`src/rtl/inst_fetch_responder.sv`:
```
// Bus-side instruction fetch responder: takes one fetch request, reads the word over a
// valid/ack memory port and returns it with a single-cycle ReadShakeHands pulse.
module inst_fetch_responder #(
  parameter int ADDR_WIDTH     = 32,
  parameter int DATA_WIDTH     = 32,
  parameter int TIMEOUT_CYCLES = 255,
  parameter int CNT_WIDTH      = 16
) (
  input  logic                  Clk,
  input  logic                  Rst,
  input  logic                  FetchReady,
  input  logic [ADDR_WIDTH-1:0] FetchAddr,
  input  logic                  Flush,
  output logic                  ReadShakeHands,
  output logic [DATA_WIDTH-1:0] InstOut,
  output logic [ADDR_WIDTH-1:0] InstAddrOut,
  output logic                  FetchErr,
  output logic                  InstDiscard,
  output logic                  ProtocolErr,
  output logic                  Busy,
  output logic [CNT_WIDTH-1:0]  FetchCnt,
  output logic                  MemReq,
  output logic [ADDR_WIDTH-1:0] MemAddr,
  input  logic                  MemAck,
  input  logic [DATA_WIDTH-1:0] MemRData
);

  localparam logic [1:0] ST_IDLE = 2'd0;
  localparam logic [1:0] ST_MEM  = 2'd1;
  localparam logic [1:0] ST_RESP = 2'd2;

  localparam int            TW      = $clog2(TIMEOUT_CYCLES + 1);
  localparam logic [TW-1:0] TO_LAST = TW'(TIMEOUT_CYCLES - 1);

  logic [1:0]            state_r;
  logic [TW-1:0]         tcnt_r;
  logic [ADDR_WIDTH-1:0] addr_r;
  logic                  discard_r;
  logic                  rsh_r;
  logic [DATA_WIDTH-1:0] inst_r;
  logic [ADDR_WIDTH-1:0] inst_addr_r;
  logic                  err_r;
  logic                  disc_out_r;
  logic                  perr_r;
  logic [CNT_WIDTH-1:0]  cnt_r;
  logic                  mem_req_r;
  logic [ADDR_WIDTH-1:0] mem_addr_r;

  // Fetch sequencer: one outstanding request, response fields valid only in the pulse cycle.
  always_ff @(posedge Clk) begin
    if (!Rst) begin
      state_r     <= ST_IDLE;
      tcnt_r      <= '0;
      addr_r      <= '0;
      discard_r   <= 1'b0;
      rsh_r       <= 1'b0;
      inst_r      <= '0;
      inst_addr_r <= '0;
      err_r       <= 1'b0;
      disc_out_r  <= 1'b0;
      perr_r      <= 1'b0;
      cnt_r       <= '0;
      mem_req_r   <= 1'b0;
      mem_addr_r  <= '0;
    end else begin
      rsh_r       <= 1'b0;
      inst_r      <= '0;
      inst_addr_r <= '0;
      err_r       <= 1'b0;
      disc_out_r  <= 1'b0;
      case (state_r)
        ST_IDLE: begin
          if (FetchReady) begin
            addr_r    <= FetchAddr;
            discard_r <= Flush;
            tcnt_r    <= '0;
            if (FetchAddr[1:0] != 2'b00) begin
              state_r     <= ST_RESP;
              rsh_r       <= 1'b1;
              inst_addr_r <= FetchAddr;
              err_r       <= 1'b1;
              disc_out_r  <= Flush;
              cnt_r       <= cnt_r + CNT_WIDTH'(1);
            end else begin
              state_r    <= ST_MEM;
              mem_req_r  <= 1'b1;
              mem_addr_r <= FetchAddr;
            end
          end
        end
        ST_MEM: begin
          if (FetchReady) begin
            perr_r <= 1'b1;
          end
          discard_r <= discard_r | Flush;
          if (MemAck || (tcnt_r == TO_LAST)) begin
            // Ack wins over a coincident timeout; a timed-out fetch returns zero data.
            state_r     <= ST_RESP;
            mem_req_r   <= 1'b0;
            mem_addr_r  <= '0;
            tcnt_r      <= '0;
            rsh_r       <= 1'b1;
            inst_r      <= MemAck ? MemRData : '0;
            inst_addr_r <= addr_r;
            err_r       <= ~MemAck;
            disc_out_r  <= discard_r | Flush;
            cnt_r       <= cnt_r + CNT_WIDTH'(1);
          end else begin
            tcnt_r <= tcnt_r + TW'(1);
          end
        end
        ST_RESP: begin
          if (FetchReady) begin
            perr_r <= 1'b1;
          end
          state_r <= ST_IDLE;
        end
        default: begin
          state_r   <= ST_IDLE;
          mem_req_r <= 1'b0;
        end
      endcase
    end
  end

  assign ReadShakeHands = rsh_r;
  assign InstOut        = inst_r;
  assign InstAddrOut    = inst_addr_r;
  assign FetchErr       = err_r;
  // A Flush landing in the pulse cycle itself still marks that response.
  assign InstDiscard    = disc_out_r | (rsh_r & Flush);
  assign ProtocolErr    = perr_r;
  assign Busy           = (state_r != ST_IDLE);
  assign FetchCnt       = cnt_r;
  assign MemReq         = mem_req_r;
  assign MemAddr        = mem_addr_r;

endmodule

```
`config.mk`:
```
export PLATFORM = sky130hd
export DESIGN_NAME = inst_fetch_responder
export DESIGN_NICKNAME = d
export VERILOG_FILES = /design/src/rtl/inst_fetch_responder.sv
export SDC_FILE = /design/constraint.sdc
export NUM_CORES = 1
export LEC_CHECK = 0
export CORE_MARGIN = 8
export CORE_UTILIZATION = 51
export CTS_BUF_LIST = sky130_fd_sc_hd__clkbuf_4 sky130_fd_sc_hd__clkbuf_8
export DETAILED_ROUTE_END_ITERATION = 16
export PLACE_DENSITY = 0.94
export SYNTH_ARGS = -nofsm -noshare
export SYNTH_HDL_FRONTEND = slang
export SYNTH_SLANG_ARGS = --single-unit
```
`constraint.sdc`:
```
create_clock -name Clk -period 6.05 [get_ports Clk]
set_input_delay 1.21 -clock Clk [delete_from_list [all_inputs] [get_ports Clk]]
set_output_delay 1.21 -clock Clk [all_outputs]
set_load 0.02 [all_outputs]
```
======== Word level (Yosys, flattened, before mapping) ========
Cells that the tools add are included.
word-level totals
  flip-flop bits (word level) ............. 160
  bits of input ports ..................... 69
  output and inout bits ................... 118
  logic and storage cells ................. 76
operators by class
  add/subtract/negate cells ............... 2
  equality and inequality tests ........... 7
  mux-type cells .......................... 35
  bitwise operators ....................... 5
  reductions and logical operators ........ 14
operator list
  cell                     number
  $mux W32                 6
  $pmux W32 S2             2
  $mux W16                 3
  $pmux W16 S2             1
  $add A16 B1 Y16 const B  1
  $mux W8                  2
  $pmux W8 S2              1
  $reduce_and A4 Y1        4
  $mux W1                  11
  $add A8 B1 Y8 const B    1
  $eq A8 B8 Y1 const B     1
  $ne A2 B2 Y1 const B     4
  $pmux W1 S2              4
  $reduce_and A2 Y1        4
  $mux W2                  3
  $reduce_bool A2 Y1       3
  $pmux W2 S2              1
  $pmux W1 S3              1
  $eq A2 B1 Y1 const B     1
  $eq A2 B2 Y1 const B     1
  $logic_not A2 Y1         1
  $not A1 Y1               2
  $or A1 B1 Y1             2
  $reduce_or A2 Y1         1
  2 further kinds          2

======== Logic depth before layout (Yosys ltp) ========
Gate-level depths: netlist of run 1.
  word-level depth ........................ 4
  gate-level depth with buffers ........... 9
  mapped depth without buffers ............ 6

======== Least setup slack after synthesis of run 1 ========
No wires, ideal clock.
  kind .................................... in2out
  start ................................... input Flush
  end ..................................... output InstDiscard
  arrival time ............................ 1412 ps
  required time ........................... 4840 ps
  slack ................................... 3428 ps
  stages .................................. 1
  buffers on the path ..................... 0
  path through ............................ a21o_1
on the way
  longest elaborated chain between the ends .. 2
RTL lines
  item             line  source
  start, declared  13    input logic Flush,
  $and A1 B1 Y1    131   assign InstDiscard = disc_out_r | (rsh_r & Flush);
  $or A1 B1 Y1     131
  end, declared    18    output logic InstDiscard,
No other way between the ends.

======== Worst setup path in the final report of run 1 ========
Ends and elaborated chain as after synthesis.

==> run metrics, run 1 <==
status completed; Clk Latency, worst-skew pair 440 ps; CTS sink cnt 160; skew final 10.7 ps; Cell Count Post-Placement 868; top_reg_cell synth dfxtp_1; cells on worst reg2reg path 6; # Max-Cap Violations 0; worst hold-check path type flip-flop to flip-flop; initial core utilization 0.524; Synth Warn # 0; share of layout cells above drive strength 1 0.0592; Detail Placement HPWL 11,600 µm; power density cells 278 mW/mm²; Final Critical Period 3630 ps; gpl congestion 0.845; Antenna Cells 0; Synth top cells by count dfxtp_1 (160), nand2_1 (78), a21oi_1 (48); Req. time, crit path 4840 ps; Crit-path slowest cell clkdlybuf4s50_1; Data arrival, critical path 2420 ps; instance count on the critical path 3; syn_nets 655; Die H 122 µm; root buf cell clkbuf_8; Layout Cells excl Fill 900; most used cell, CP clkdlybuf4s50_1; post-synth top area share 0.564; cell taking the most area after synthesis dfxtp_1; normalized max-slew margin 0.204; most frequent cell after synthesis dfxtp_1; synthesis-to-finish area growth 40.7%; vias in the first global route 5,113; Crit. End Element output pin; Tot GR Track Use 0.220; Worst-path clk slew 90 ps; number of synthesized flops with an enable pin 0; core area 0.0108 mm²; Antenna Violating Nets Remaining 0; critical path startpoint category input pin; CP Max Fanout 3; Seq/Total Area, Yosys 0.564; Slew Limit Fails 0; hold_buf cts 0; critical path cell sequence clkdlybuf4s50_1, a21o_1, clkdlybuf4s50_1; die width 122 µm; CP delay by family, top buffers and inverters; Starting DRT DRC Count 307; TritonCTS clock tree yes; max incr delay on CP 600 ps; CTS Buf Count 17; dominant cells by area after synthesis dfxtp_1 (56%), nand2_1 (5.2%), a22o_1 (4.6%), a32oi_1 (4.6%), a21oi_1 (4.2%); setup TNS 0 ps; Slew @ Worst Pin 1190 ps; number of port buffers 186; # rows 38; fmax 275 MHz; largest net degree at the start of global routing 47; flop and latch count out of synthesis 160; Peak VDD IR 195 µV; hold-critical path depth 2; full die area 0.0148 mm²; Boundary Pins 187; WL per Instance 18.3 µm; nets 822; average size of a mapped cell 9.79 µm²; Final setup viols 0; WS Path Type input pin to output pin; first drt pass iteration count 4; Post-Synthesis Cell Area 0.00568 mm²; Remaining Overflow, GRT 0; Filler cells 740; Via-to-Cell Ratio 5.59; drt drc 0; via count 5,031; final hold violations 0; Max clock buf depth 2; initial antenna violation count 0; Distinct cells, synth 49; Gates resized, CTS repair 0; first-pass GRT wire length 25,800 µm; Final period util 0.601; register area 0.00320 mm²; multi-input combinational cell area 0.00227 mm²; ys async rst share 0; Routed WL 16,500 µm; worst path bufs/invs 2; unrepaired setup endpoints after global routing no; setup bufs post-CTS 0; Pleak 2.94 nW; Mapped Cells 580; H-tree levels 4
## where the power goes
| group | internal, mW | total (mW) | switching (mW) |
|---|---|---|---|
| combinational | 0.130 | 0.302 | 0.172 |
| sequential | 1.10 | 1.12 | 0.0240 |
| clock | 0.396 | 0.801 | 0.405 |
## state kept, by name (all words and copies together) (netlist names), 2 cells and up
name	count
FetchCnt	16
InstAddrOut	32
InstOut	32
MemAddr	32
addr_r	32
state_r	2
tcnt_r	8
## worst reg2reg max path, delay by kind of cell, from the launching register on
| kind | cells | cell delay (ps) |
|---|---|---|
| flops | 1 | 340 |
| fa+ha+maj | 1 | 560 |
| compound gates | 4 | 2010 |
| buf+inv | 1 | 90 |
## layer usage
metal	track usage	vias up	part of all wire
met5	0	-	0
met1	0.247	2413	0.41
li1	-	2369	-
met3	0.0866	15	0.10
met2	0.366	234	0.48
met4	0.0887	0	0.0095
## stage by stage
step | worst slack (ps) | cell area, µm² | utilization | total power, mW | hold WS [ps]
after global routing | 2340 | 7990 | 0.737 | 2.32 | 486
after global placement | 2280 | 7570 | 0.699 | 1.43 | 441
after floorplan | 3430 | 5680 | - | 1.30 | 437
final | 2420 | 7990 | 0.737 | 2.22 | 460
after detailed placement | 2110 | 7570 | 0.699 | 1.45 | 448
after CTS | 2410 | 7990 | 0.737 | 2.24 | 461
## cell families after synthesis
logic type | after synthesis | share of synthesized area
adder cells (fa/ha/maj) | 6 | 0.0132
multiplexers | 8 | 0.0143
XOR/XNOR | 7 | 0.0108
buffers and inverters | 50 | 0.0399
AO/OA/AOI/OAI | 139 | 0.175
AND/OR/NAND/NOR | 210 | 0.182
flip-flops | 160 | 0.564
## path summary, 6_finish.rpt
kind	startpoint	endpoint	slack (ps)
worst min register to register	addr_r[31]	addr_r[31]	460
worst max-delay path	Flush	InstDiscard	2420
worst max register to register	state_r[0]	FetchCnt[9]	2930
worst min-delay path	addr_r[31]	addr_r[31]	460
## final cells by class
class,count,share of cell area
multi-input cells,370,0.284
clock buffers,19,0.0327
well taps,140,0.0219
flip-flops and latches,160,0.401
clock inverters,13,0.0193
repair buffers,190,0.237
inverters,8,0.00376
## layout by cell type, fill, tap and decap left out, types with 2 or more instances in the layout
master / instances
nand4_1: 8
ha_1: 5
inv_1: 7
a21oi_1: 48
clkinv_4: 4
nor2_1: 46
nor2b_1: 2
nor4b_1: 3
mux2i_1: 7
o41ai_1: 2
or3_1: 3
or4_1: 7
inv_6: 2
and2_1: 37
nand3_1: 5
a22o_1: 30
clkdlybuf4s50_1: 186
a32oi_1: 30
xor2_1: 5
nand2b_1: 7
o21ai_0: 8
clkbuf_8: 19
o31ai_1: 8
dfxtp_1: 160
nand2_1: 78
and4_1: 2
clkinvlp_4: 4
bufinv_16: 2
buf_4: 4
xnor2_1: 2
o211a_1: 2
and3_1: 4
Power figures use the tool's default switching activity.
==> run 2, diff against run 1 <==
--- a/config.mk
+++ b/config.mk
@@ -6,10 +6,10 @@
 export NUM_CORES = 1
 export LEC_CHECK = 0
 export CORE_MARGIN = 8
-export CORE_UTILIZATION = 51
+export CORE_UTILIZATION = 47
 export CTS_BUF_LIST = sky130_fd_sc_hd__clkbuf_4 sky130_fd_sc_hd__clkbuf_8
 export DETAILED_ROUTE_END_ITERATION = 16
-export PLACE_DENSITY = 0.94
+export PLACE_DENSITY = 0.88
 export SYNTH_ARGS = -nofsm -noshare
 export SYNTH_HDL_FRONTEND = slang
 export SYNTH_SLANG_ARGS = --single-unit
==> constraint.sdc (replaced) <==
create_clock -name Clk -period 3.45 [get_ports Clk]
set_input_delay 0.69 -clock Clk [delete_from_list [all_inputs] [get_ports Clk]]
set_output_delay 0.69 -clock Clk [all_outputs]
set_load 0.02 [all_outputs]
==> run 2 against run 1 <==
Largest power group unchanged. Critical path type is now flip-flop to output pin. Power up 75%. Register-to-register slack worse by 2000 ps. Die area up 7.4%. Via count down 0.60%. Sequential cell count unchanged. Design area up 0.56%. Non-clock buffer count up 5. Count of clock-buffer cells in the layout up 2. Sequential share of layout area down 0.22 points. Clock power up 74%. Critical endpoint is now Busy. Clock skew up 0.52 ps.
==> run metrics, run 2 (same netlist as run 1, synthesis figures left out) <==
status completed; Boundary Pins 187 (unchanged); Crit. End Element output pin; initial core utilization 0.477 (-0.0471); Antenna Violating Nets Remaining 0 (unchanged); WL per Instance 17.6 µm (-4.1%); synthesis-to-finish area growth 41.5%; first drt pass iteration count 4 (unchanged); Metal-1 WL 6890 µm (+2.5%); via count 5,001 (-0.60%); share of layout cells above drive strength 1 0.0654 (+0.00615); Starting DRT DRC Count 247 (-20%); internal power 2.86 mW (+76%); full die area 0.0159 mm² (+7.4%); nets 827 (+0.61%); fmax 342 MHz; Gate power share 0.138 (+0.002); initial antenna violation count 0 (unchanged); Final setup viols 0 (unchanged); Clk Latency, worst-skew pair 450 ps (about the same); hold_buf cts 0 (unchanged); CTS sink cnt 160 (unchanged); unrepaired setup endpoints after global routing no; drt drc 0 (unchanged); met2 WL 7800 µm (-1.9%); CP Max Fanout 16 (+13); normalized max-slew margin 0.370 (+0.166); CP Launch Point state_r[0]; Die H 126 µm (+3.6%); power density cells 484 mW/mm² (+74%); Net Switching 1.03 mW (+71%); max layer used met4; Filler cells 910 (+23%); worst hold-check path type flip-flop to flip-flop; H-tree levels 4 (unchanged); vias in the first global route 4,966 (-2.9%); CTS Buf Count 17 (unchanged); Routed WL 16,000 µm (-2.8%); Peak VDD IR 292 µV (+50%); Max clock buf depth 2 (unchanged); Design Power 3.89 mW (+75%); critical path startpoint category flip-flop; core area 0.0119 mm² (+9.9%); switching share of power 0.264 (-0.00593); Slew Limit Fails 0 (unchanged); root buf cell clkbuf_8; # Max-Cap Violations 0 (unchanged); Worst-path clk slew 80 ps (about the same); Data arrival, critical path 2230 ps (-190 ps); Gates resized, CTS repair 0 (unchanged); Detail Placement HPWL 11,400 µm (-1.8%); TritonCTS clock tree yes; Req. time, crit path 2760 ps (-2080 ps); skew final 11.3 ps (+0.521 ps); die width 126 µm (+3.6%); Cell Count Post-Placement 880 (+1.4%); commonest non-fill, non-tap cell in the layout clkdlybuf4s50_1; final hold violations 0 (unchanged); gpl congestion 0.838 (-0.86%); min-delay src addr_r[31]; FF-to-FF Start state_r[1]; Layout Cells excl Fill 912 (+1.3%); Final period util 0.847; setup TNS 0 ps (unchanged); Via-to-Cell Ratio 5.48 (-1.9%); Reg power frac 0.505 (about the same); Tot GR Track Use 0.198 (-0.0222); Hold Worst Slack 458 ps (-2.08 ps); first-pass GRT wire length 25,400 µm (-1.6%); Final WS setup 527 ps (-1890 ps); WS Path Type flip-flop to output pin; pre-CTS setup slack 747 ps (-1370 ps); Final Critical Period 2920 ps; largest net degree at the start of global routing 44 (-6.4%); DR WL met3 1090 µm (-35%); setup bufs post-CTS 0 (unchanged); Remaining Overflow, GRT 0 (unchanged); Antenna Cells 0 (unchanged); Slew @ Worst Pin 941 ps (-253 ps); # rows 40 (+5.3%); most frequent cells in the layout clkdlybuf4s50_1 (186), dfxtp_1 (160), nand2_1 (78), a21oi_1 (48), nor2_1 (46); Clock Power Share 0.357 (-0.003); Pleak 2.97 nW (+0.87%); number of port buffers 186 (unchanged)
[run 2: worst paths after layout]
path | end | slack, ps | cells past startpoint
setup reg to reg | MemAddr[16] | 960 | 6
hold reg to reg | addr_r[31] | 460 | 2
setup / recovery | Busy | 530 | 4
hold / removal | addr_r[31] | 460 | 2
[run 2: per-stage QoR]
stage          cell area, µm²  utilization
4_1_cts                  8030        0.674
6_report                 8030        0.674
5_1_grt                  8030        0.674
3_5_place_dp             7630        0.640
2_1_floorplan            5680            -
3_3_place_gp             7630        0.640
[run 2: critical path, cell delays in order, from the launching register on]
cell and delay (ps):
dfxtp_1 340, inv_1 100, ha_1 590, inv_1 180
clkdlybuf4s50_1 590
[run 2: layer usage]
metal / global-route usage / vias up
met2: 0.332 / 191
li1: - / 2386
met1: 0.227 / 2403
met5: 0 / -
met4: 0.0814 / 0
met3: 0.0637 / 21
[run 2: cell type report]
class	count	area (µm²)	area share
Inverter	8	30.0	0.00374
Clock inverter	11	130	0.0162
Multi-Input combinational cell	370	2280	0.284
Timing Repair Buffer	195	1930	0.240
Sequential cell	160	3200	0.399
Clock buffer	21	277	0.0344
Tap cell	147	184	0.0229
[run 2: power by group through the flow]
| stage | Clock, mW | Combinational (mW) | Sequential, mW |
|---|---|---|---|
| 2_1_floorplan | 0 | 0.237 | 2.05 |
| 3_5_place_dp | 0 | 0.536 | 2.01 |
| 5_1_grt | 1.50 | 0.578 | 1.97 |
| 3_3_place_gp | 0 | 0.515 | 2.00 |
| 6_report | 1.39 | 0.537 | 1.96 |
| 4_1_cts | 1.41 | 0.539 | 1.96 |
==> run 3, diff against run 2 <==
==> constraint.sdc (replaced) <==
create_clock -name Clk -period 3 [get_ports Clk]
set_input_delay 0.6 -clock Clk [delete_from_list [all_inputs] [get_ports Clk]]
set_output_delay 0.6 -clock Clk [all_outputs]
set_load 0.02 [all_outputs]
==> run 3 against run 2 <==
Critical path depth did not move. Worst setup slack got worse by 360 ps. Register-to-register slack got worse by 470 ps. Critical path type unchanged. Largest power group unchanged. Highest routed layer unchanged.
==> run metrics, run 3 (same netlist as run 1, synthesis figures left out) <==
Boundary Pins 187 (unchanged); skew final 6.97 ps (-4.30 ps); Peak VDD IR 261 µV (-10%); worst path bufs/invs 3 (unchanged); WS Path Type flip-flop to output pin; met1 usage 0.225 (-0.00222); dpl cell area 0.00767 mm² (+0.56%); CP Max Fanout 16 (unchanged); Slew Limit Fails 0 (unchanged); max incr delay on CP 590 ps (about the same); Via-to-Cell Ratio 5.42 (-1.1%); share of layout cells above drive strength 1 0.0702 (+0.00486); Die H 126 µm (unchanged); Crit. End Element output pin; drt drc 0 (unchanged); commonest non-fill, non-tap cell in the layout clkdlybuf4s50_1; pre-CTS setup slack 485 ps (-262 ps); critical path startpoint category flip-flop; number of port buffers 186 (unchanged); Worst-path clk slew 80 ps (about the same); final hold violations 0 (unchanged); CP Launch Point state_r[1]; Gate power share 0.144 (+0.006); most used cell, CP inv_1; CTS sink cnt 160 (unchanged); die width 126 µm (unchanged); Clock Power Share 0.337 (-0.020); normalized max-slew margin 0.435 (+0.0649); Data arrival, critical path 2230 ps (about the same); switching share of power 0.262 (-0.00202); min-delay src addr_r[23]; H-tree levels 4 (unchanged); first-pass GRT wire length 25,400 µm (+0.22%); busiest grt layer met2; Hold Worst Slack 458 ps (-0.211 ps); Reg power frac 0.519 (+0.014); FF-to-FF Start state_r[1]; critical path cell sequence inv_1, ha_1, inv_1, clkdlybuf4s50_1; # Max-Cap Violations 0 (unchanged); Starting DRT DRC Count 337 (+36%); Routed WL 16,100 µm (+0.59%); initial antenna violation count 0 (unchanged); status completed; Final period util 0.944; initial core utilization 0.477 (unchanged); setup TNS 0 ps (unchanged); via count 4,967 (-0.68%); Detail Placement HPWL 11,600 µm (+2.3%); # rows 40 (unchanged); Cell Count Post-Placement 884 (+0.45%); Net Switching 1.14 mW (+11%); Crit-path slowest cell clkdlybuf4s50_1; WL per Instance 17.6 µm (+0.15%); Gates resized, CTS repair 0 (unchanged); setup bufs post-CTS 0 (unchanged); Slew @ Worst Pin 845 ps (-96.1 ps); power density cells 541 mW/mm² (+12%); CP delay by family, top buffers and inverters; nets 831 (+0.48%); Max clock buf depth 2 (unchanged); Antenna Violating Nets Remaining 0 (unchanged); Clk Latency, worst-skew pair 450 ps (about the same); most frequent cells in the layout clkdlybuf4s50_1 (186), dfxtp_1 (160), nand2_1 (78), a21oi_1 (48), nor2_1 (46); instance count on the critical path 4 (unchanged); worst hold-check path type flip-flop to flip-flop; Global Route met3 Usage 0.0599 (-0.00380); Tot GR Track Use 0.198 (+0.000645); hold_buf cts 0 (unchanged); reg2reg setup slack 490 ps (-470 ps); core area 0.0119 mm² (unchanged); Design Power 4.35 mW (+12%); met2 Usage GRT 0.342 (+0.00980); vias in the first global route 4,993 (+0.54%); Layout Cells excl Fill 916 (+0.44%); CTS Buf Count 17 (unchanged); hold-critical path depth 2 (unchanged); Final Critical Period 2830 ps; largest net degree at the start of global routing 44 (unchanged); root buf cell clkbuf_8; Final WS setup 168 ps (-359 ps); internal power 3.21 mW (+12%); Antenna Cells 0 (unchanged); first drt pass iteration count 5 (+1); Worst R2R End MemAddr[22]; Setup crit end Busy; TritonCTS clock tree yes; Final setup viols 0 (unchanged); fmax 353 MHz; full die area 0.0159 mm² (unchanged); synthesis-to-finish area growth 41.6% (about the same); Remaining Overflow, GRT 0 (unchanged); unrepaired setup endpoints after global routing no; gpl congestion 0.881 (+5.2%); Pleak 2.98 nW (+0.29%); Final Cell Area 0.00804 mm² (about the same); fin util 0.675 (about the same); cells on worst reg2reg path 6 (unchanged); Req. time, crit path 2400 ps (-360 ps)
==> run 3: worst min-delay path: stages, from the launching register on <==
cell,delay [ps]
dfxtp_1,310
nand2_1,50
a21oi_1,50
==> run 3: how the worst min path moves through the flow <==
| stage | endpoint | slack [ps] |
|---|---|---|
| after floorplan | addr_r[10] | 440 |
| after global placement | addr_r[9] | 440 |
| after detailed placement | addr_r[23] | 450 |
| after CTS | addr_r[23] | 460 |
| after global routing | MemAddr[0] | 480 |
| final | addr_r[23] | 460 |
==> run 3: per-layer routing <==
metal | wire, µm | part of all wire
met4 | 220 | 0.014
met5 | 0 | 0
met1 | 6610 | 0.41
met3 | 1340 | 0.083
met2 | 7970 | 0.49
==> run 3: power groups by stage <==
stage	Sequential (mW)	Combinational (mW)	Clock, mW
4_1_cts	2.26	0.627	1.50
3_3_place_gp	2.30	0.602	0
2_1_floorplan	2.36	0.273	0
5_1_grt	2.27	0.672	1.58
6_report	2.26	0.626	1.47
3_5_place_dp	2.31	0.623	0
==> run 3: area by class of cell <==
type	instances	area, µm²
fill	916	3870
sequential	160	3200
multi-input combinational	370	2280
timing repair buffer	199	1970
clock buffer	23	285
tap	147	184
clock inverter	9	86.3
inverter	8	30.0
